==> src/rtl/proc_op_scheduler.sv <==
// Two-requester scheduler sharing one fixed-latency processor datapath.
// Define PROC_SCHED_RR_EN for round-robin tie-breaking; otherwise requester 0 wins ties.
module proc_op_scheduler #(
  parameter int unsigned LATENCY = 2
) (
  input  logic        clk,
  input  logic        rst,
  input  logic [1:0]  req_valid,
  output logic [1:0]  req_ready,
  input  logic [63:0] req_data,
  input  logic [63:0] req_imm,
  input  logic [1:0]  req_sel,
  input  logic [31:0] req_flags,
  output logic [1:0]  rsp_valid,
  input  logic [1:0]  rsp_ready,
  output logic [31:0] rsp_data,
  output logic [7:0]  rsp_status,
  output logic [31:0] proc_data_in,
  output logic [31:0] proc_i_data,
  output logic        proc_data_select,
  output logic [15:0] proc_status_flags,
  input  logic [31:0] proc_data_out,
  input  logic [7:0]  proc_status,
  output logic        busy,
  output logic        grant_id
);

  if ((LATENCY < 1) || (LATENCY > 15)) begin : g_latency_check
    $error("proc_op_scheduler: LATENCY must be in 1..15");
  end

  localparam logic [3:0] LAT4 = 4'(LATENCY);

  typedef enum logic [1:0] {
    S_IDLE,
    S_WAIT,
    S_RESP
  } state_t;

  state_t     state, state_nxt;
  logic [3:0] cnt;
  logic       win;
  logic       hs;
  logic       rsp_go;

`ifdef PROC_SCHED_RR_EN
  logic ptr;

  // A tie goes to the pointer; a lone requester wins outright.
  always_comb begin
    if (req_valid == 2'b11) win = ptr;
    else                    win = req_valid[1] & ~req_valid[0];
  end

  always_ff @(posedge clk or posedge rst) begin
    if (rst)         ptr <= 1'b0;
    else if (rsp_go) ptr <= ~grant_id;
  end
`else
  always_comb win = ~req_valid[0];
`endif

  // NOTE: every output of a combinational block gets a default first so no latch is inferred.
  always_comb begin
    req_ready = 2'b00;
    if ((state == S_IDLE) && (req_valid != 2'b00)) req_ready[win] = 1'b1;
  end

  assign hs     = |(req_valid & req_ready);
  assign rsp_go = (state == S_RESP) && rsp_ready[grant_id];
  assign busy   = (state != S_IDLE);

  always_comb begin
    rsp_valid = 2'b00;
    if (state == S_RESP) rsp_valid[grant_id] = 1'b1;
  end

  always_comb begin
    state_nxt = state;
    unique case (state)
      S_IDLE:  if (hs)             state_nxt = S_WAIT;
      S_WAIT:  if (cnt == 4'd1)    state_nxt = S_RESP;
      S_RESP:  if (rsp_go)         state_nxt = S_IDLE;
      default:                     state_nxt = S_IDLE;
    endcase
  end

  // NOTE: sequential state uses non-blocking assignments so every register samples pre-edge values.
  always_ff @(posedge clk or posedge rst) begin
    if (rst) state <= S_IDLE;
    else     state <= state_nxt;
  end

  always_ff @(posedge clk or posedge rst) begin
    if (rst) begin
      cnt               <= 4'd0;
      grant_id          <= 1'b0;
      rsp_data          <= 32'd0;
      rsp_status        <= 8'd0;
      proc_data_in      <= 32'd0;
      proc_i_data       <= 32'd0;
      proc_data_select  <= 1'b0;
      proc_status_flags <= 16'd0;
    end else begin
      if (hs) begin
        proc_data_in      <= req_data[{win, 5'd0} +: 32];
        proc_i_data       <= req_imm[{win, 5'd0} +: 32];
        proc_data_select  <= req_sel[win];
        proc_status_flags <= req_flags[{win, 4'd0} +: 16];
        grant_id          <= win;
        cnt               <= LAT4;
      end
      // The result is sampled on the edge after the counter reaches 1.
      if (state == S_WAIT) begin
        if (cnt == 4'd1) begin
          rsp_data   <= proc_data_out;
          rsp_status <= proc_status;
        end else begin
          cnt <= cnt - 4'd1;
        end
      end
    end
  end

endmodule

==> config.mk <==
export PLATFORM = sky130hd
export DESIGN_NAME = proc_op_scheduler
export DESIGN_NICKNAME = d
export VERILOG_FILES = /design/src/rtl/proc_op_scheduler.sv
export SDC_FILE = /design/constraint.sdc
export NUM_CORES = 1
export LEC_CHECK = 0
export ABC_CLOCK_PERIOD_IN_PS = 8400
export BUFFER_PORTS_ARGS = -buffer_cell sky130_fd_sc_hd__buf_2
export CAP_MARGIN = 20
export CORE_ASPECT_RATIO = 0.75
export CORE_MARGIN = 4
export CORE_UTILIZATION = 40
export DETAILED_ROUTE_END_ITERATION = 16
export GPL_TIMING_DRIVEN = 0
export MAX_ROUTING_LAYER = met4
export PLACE_DENSITY = 0.75
export SLEW_MARGIN = 25
export SYNTH_ARGS = -nofsm -noshare
export SYNTH_HDL_FRONTEND = slang
export SYNTH_SLANG_ARGS = --single-unit
==> constraint.sdc <==
create_clock -name clk -period 8.4 [get_ports clk]
set_input_delay 1.26 -clock clk [delete_from_list [all_inputs] [get_ports clk]]
set_output_delay 1.26 -clock clk [all_outputs]
set_load 0.1 [all_outputs]
# After elaboration in Yosys (flattened, before gate mapping)
# Index checks and enable logic that the tools add are counted.
op_classes:
  add_sub_neg: 1
  n_lt_le_gt_ge: 4
  n_eq_ne: 6
  shift: 3
  n_mux: 17
  n_bitwise: 2
  n_reduce_logical: 10
ops:
  columns: ["cell", "count"]
  rows:
  - ["64-bit by 7-bit indexed part select with 32-bit output", 2]
  - ["32-bit by 6-bit indexed part select with 16-bit output", 1]
  - ["4-bit two-way mux", 3]
  - ["2-bit two-way mux", 5]
  - ["1-bit two-way mux", 6]
  - ["2-bit inequality test, second input constant", 3]
  - ["2-bit case mux with 3 select lines", 1]
  - ["4-bit by 1-bit == test with 1-bit output, second input constant", 1]
  - ["1-bit logical AND", 4]
  - ["1-bit by 2-bit < comparator with 1-bit output, second input constant", 2]
  - ["2-bit nonzero test", 2]
  - ["4-bit by 1-bit subtractor with 4-bit output, second input constant", 1]
  - ["3-bit AND reduction", 1]
  - ["2-bit AND", 1]
  - ["1-bit demux with 1-bit select", 2]
  - ["2-bit by 1-bit == test with 1-bit output, second input constant", 1]
  - ["2-bit == test, second input constant", 1]
  - ["1-bit >= comparator, second input constant", 2]
  - ["2-bit logical NOT", 1]
  - ["2-bit AND reduction", 1]
  - ["2-bit OR reduction", 1]
  - ["1-bit inverter", 1]
totals:
  register_bits: 128
  in_bits: 208

# Depth between registers and ports, before layout
depth:
  depth_word: 11
  mapped_depth: 7
  mapped_depth_nobuf: 5

# Worst setup path after synthesis
# OpenSTA, ideal clock, no wires.
synth_timing:
  path_kind: "input to output"
  start: "input req_valid[0]"
  end: "output req_ready[1]"
  t_arrival_ns: 3.162
  required_ns: 7.140
  path_slack_ns: 3.978
  cell_stages: 6
  path_buffers: 3
  path_cell_list: "nor2_1 > or2_1 > clkbuf_1 > buf_6 > buf_6 > nor2_1"
synth_between:
  elab_chain_len: 6
  elab_cells_between_ends: 9
  cone_classes: "order compare: 2; mux: 3; bitwise: 1; reduce/logical: 3"
synth_lines:
  columns: ["item", "line_no", "source"]
  rows:
  - ["from (decl)", "8", "input logic [1:0] req_valid,"]
  - ["1-bit inverter", "60", "always_comb win = ~req_valid[0];"]
  - ["1-bit by 2-bit < comparator with 1-bit output (not written as such) or 1-bit >= comparator (tied branches)", "66", "if ((state == S_IDLE) && (req_valid != 2'b00)) req_ready[win] = 1'b1;"]
  - ["1-bit logical AND (not written as such)", "66", null]
  - ["1-bit two-way mux (not written as such)", "66", null]
  - ["1-bit demux with 1-bit select", "66", null]
  - ["2-bit two-way mux (*)", "66", null]
  - ["to (decl)", "9", "output logic [1:0] req_ready,"]
# Every way passes the cells marked *; elsewhere a longest branch is shown, timed or not.

# Worst setup path in the final report
layout_timing:
  start: "input req_valid[0]"
  end: "output req_ready[0]"
# Same word-level chain as after synthesis.

==> results.md <==
- GRT Resource Usage Total: 25.4%
- Global-route track usage on met1: 30.5%
- Finished Cell Area: 8130 µm²
- Fraction of the core area covered by cells at the end of the flow: 59.2%
- Clock Tree Root: sky130_fd_sc_hd__clkbuf_16
- Fin Setup TNS: 0 ps
- Count of input and output buffers: 334
- Crit path required time: 7140 ps
- Met2 capacity usage during global routing: 42.3%
- Detailed Routing Iterations Pass 1: 5
- Startpoint type of the worst setup path: input port
- Critical path's slowest cell: sky130_fd_sc_hd__nor2_1
- Antenna violations before repair: 1
- First-pass GRT wire length: 31.7 mm
- Area delta synth->final: 44.1%
- DRC violation count after routing: 0
- YS warnings: 0
- Post-synth ARST share: 100%
- Status: completed
- Via density per instance: 5.60
- Floorplan row count: 37
- Number of buffers between clock root and the deepest sink: 2
- Initial Utilization: 41.1%
- Top achievable clock speed: 237 MHz
- Final Hold Violating Endpoints: 0
- Count of endpoints failing setup in the final report: 0
- Cell-by-cell listing of the critical path: buf_2 > inv_1 > nor2_1 > buf_2 > buf_2
- Met3 demand-to-capacity share in global routing: 7.27%
- Remaining max-slew budget at the tightest pin: 42.7%
- Final weighted congestion in routability-driven placement: 0.827
- Resized Gates After CTS: 0
- Delay of the slowest critical-path stage: 660 ps
- Detail Route Antenna Nets: 0
- Arr. time, crit path: 2960 ps
- Number of distinct library cells after synthesis: 25
- Synth Cell Area: 5650 µm²
- Post-layout min period: 4220 ps
- Worst-skew pair later-pin latency: 410 ps
- CP endpoint kind: output pin
- Number of synthesized flops with an enable pin: 0
- Worst min-delay path category: reg2reg
- Area of the multi-input gates: 2170 µm²
- Unrepaired setup endpoints after global routing: false
- CTS tree: built
- Overall die area: 16,100 µm²
- Sink count of the clock tree: 128
- Post-detailed-routing wire length: 20.3 mm
- Number of ports placed on the die boundary: 335
- Final #Nets: 979
- Pin slew with the least headroom to its limit: 857 ps
- Die Ht: 111 µm
- Hold buffer count at cts: 0
- Synthesis-stage register bit count: 128
- Detailed-route wire length per cell: 21.2 µm
- Post-CTS setup buffers: 0
- Synthesized Nets: 625
- Total core area: 13,700 µm²
- Crit path max-delay family: buffers and inverters
- Number of max-cap violations: 0
- Total via count after detailed routing: 5,368
- Clock-pin slew on the worst setup and hold paths: 70 ps
- Post-synthesis cell count: 415
- Most frequent cell on the critical path: sky130_fd_sc_hd__buf_2
- Final Skew: 11.4 ps
- H-tree depth: 4
- Num CTS Buffers: 17
- Violation count after the first detailed-routing iteration: 295
- Number of buffer and inverter instances along the worst setup path: 4
- Detailed Place HPWL: 15.3 mm
- Via count of the first global-routing pass: 5,758
- Maximum fanout along the worst path: 10
- Highest-utilization routing layer at the global route stage: met2
- Placement Cell Area: 7570 µm²
- Horiz. Die Dim: 145 µm
- Largest net degree at the start of global routing: 72
- Number of pins with negative max-slew slack in the final report: 0
- Register area share after synthesis: 56.7%
- Fraction of layout cells with a size suffix above 1: 54.6%
- Storage element area: 3200 µm²
- Synthesized area per cell: 13.6 µm²
- Filler instances: 1,136
- Final cycle utilization of the critical path: 50.2%
- Most used flip-flop cell after synthesis: sky130_fd_sc_hd__dfrtp_1
- Setup CP Type: in2out
- Remaining global-route overflow: 0
[cell usage in the layout (no fill, tap or decap), types with 5 or more instances in the layout]
cell / n
sky130_fd_sc_hd__buf_2: 349
sky130_fd_sc_hd__mux2_2: 38
sky130_fd_sc_hd__inv_6: 6
sky130_fd_sc_hd__nor4b_1: 81
sky130_fd_sc_hd__nor2_1: 6
sky130_fd_sc_hd__clkinvlp_4: 6
sky130_fd_sc_hd__buf_6: 6
sky130_fd_sc_hd__o21ai_0: 5
sky130_fd_sc_hd__a221o_1: 81
sky130_fd_sc_hd__clkbuf_16: 17
sky130_fd_sc_hd__clkbuf_1: 29
sky130_fd_sc_hd__dfrtp_1: 128
[synthesized netlist by cell type, types with 2 or more instances]
master	instances	area, µm²
sky130_fd_sc_hd__a221o_1	81	811
sky130_fd_sc_hd__buf_2	15	75.1
sky130_fd_sc_hd__buf_6	6	67.6
sky130_fd_sc_hd__clkbuf_1	29	109
sky130_fd_sc_hd__dfrtp_1	128	3200
sky130_fd_sc_hd__ha_1	2	25.0
sky130_fd_sc_hd__inv_1	4	15.0
sky130_fd_sc_hd__mux2_1	2	22.5
sky130_fd_sc_hd__mux2_2	38	428
sky130_fd_sc_hd__mux2i_1	2	20.0
sky130_fd_sc_hd__nand2b_1	4	25.0
sky130_fd_sc_hd__nor2_1	6	22.5
sky130_fd_sc_hd__nor4b_1	81	709
sky130_fd_sc_hd__o21ai_0	5	25.0
sky130_fd_sc_hd__or2_1	2	12.5
[registers in the layout, indices dropped and copies added (netlist names)]
register / cells
rsp_data: 32
proc_data_select: 1
state: 2
cnt: 4
grant_id: 1
proc_i_data: 32
rsp_status: 8
proc_status_flags: 16
proc_data_in: 32
[routing by layer]
metal | vias up | share of wire [%]
li1 | 2388 | -
met1 | 2675 | 40
met2 | 278 | 51
met3 | 27 | 7.5
met4 | 0 | 1.6
met5 | - | 0
[area by class of cell]
type,count,area share (%)
sequential,128,39.4
multi-input combinational,232,26.7
timing repair buffer,335,20.9
clock buffer,18,5.40
buffer,51,3.14
tap,175,2.69
clock inverter,14,1.48
inverter,4,0.277
antenna,1,0.0308
[logic make-up (layout without fill, tap and decap cells)]
family	Yosys count	after routing	share of synthesized area (%)
AOI/OAI and AO/OA	91	91	15.6
buffers and inverters	55	422	4.79
adders and majority gates	2	2	0.443
muxes	42	42	8.33
DFF	128	128	56.7
and+or+nand+nor	96	96	14.0
other	0	1	0
xor gates and xnor gates	1	1	0.155
[stage by stage]
step | hold WS, ps | setup slack, ps | std cells
final | 494 | 4180 | 958
after detailed placement | 486 | 4170 | 925
after floorplan | 493 | 3730 | 415
after global placement | 473 | 2360 | 924
after CTS | 501 | 4160 | 957
after global routing | 510 | 4070 | 958
[worst reg2reg max path: cells and delay by family (launching register included)]
| family | cells | cell delay, ps |
|---|---|---|
| DFF | 1 | 400 |
| and+or+nand+nor | 2 | 890 |
| buffers and inverters | 2 | 550 |
| AOI/OAI and AO/OA | 1 | 220 |
[worst paths after layout]
| check | from | to | slack (ps) | depth (start not counted) |
|---|---|---|---|---|
| min reg2reg | rsp_data[24] | rsp_data[24] | 490 | 1 |
| min in group asynchronous | rst | rsp_data[1] | 890 | 2 |
| max in group asynchronous | rst | proc_status_flags[1] | 6820 | 3 |
| min | rsp_data[24] | rsp_data[24] | 490 | 1 |
| max reg2reg | state[1] | proc_status_flags[12] | 6280 | 5 |
| max | req_valid[0] | req_ready[0] | 4180 | 5 |
Power is left out: the tool's default activity adds up to more than one toggle a clock period on the data nets, which glitch-free logic cannot reach.
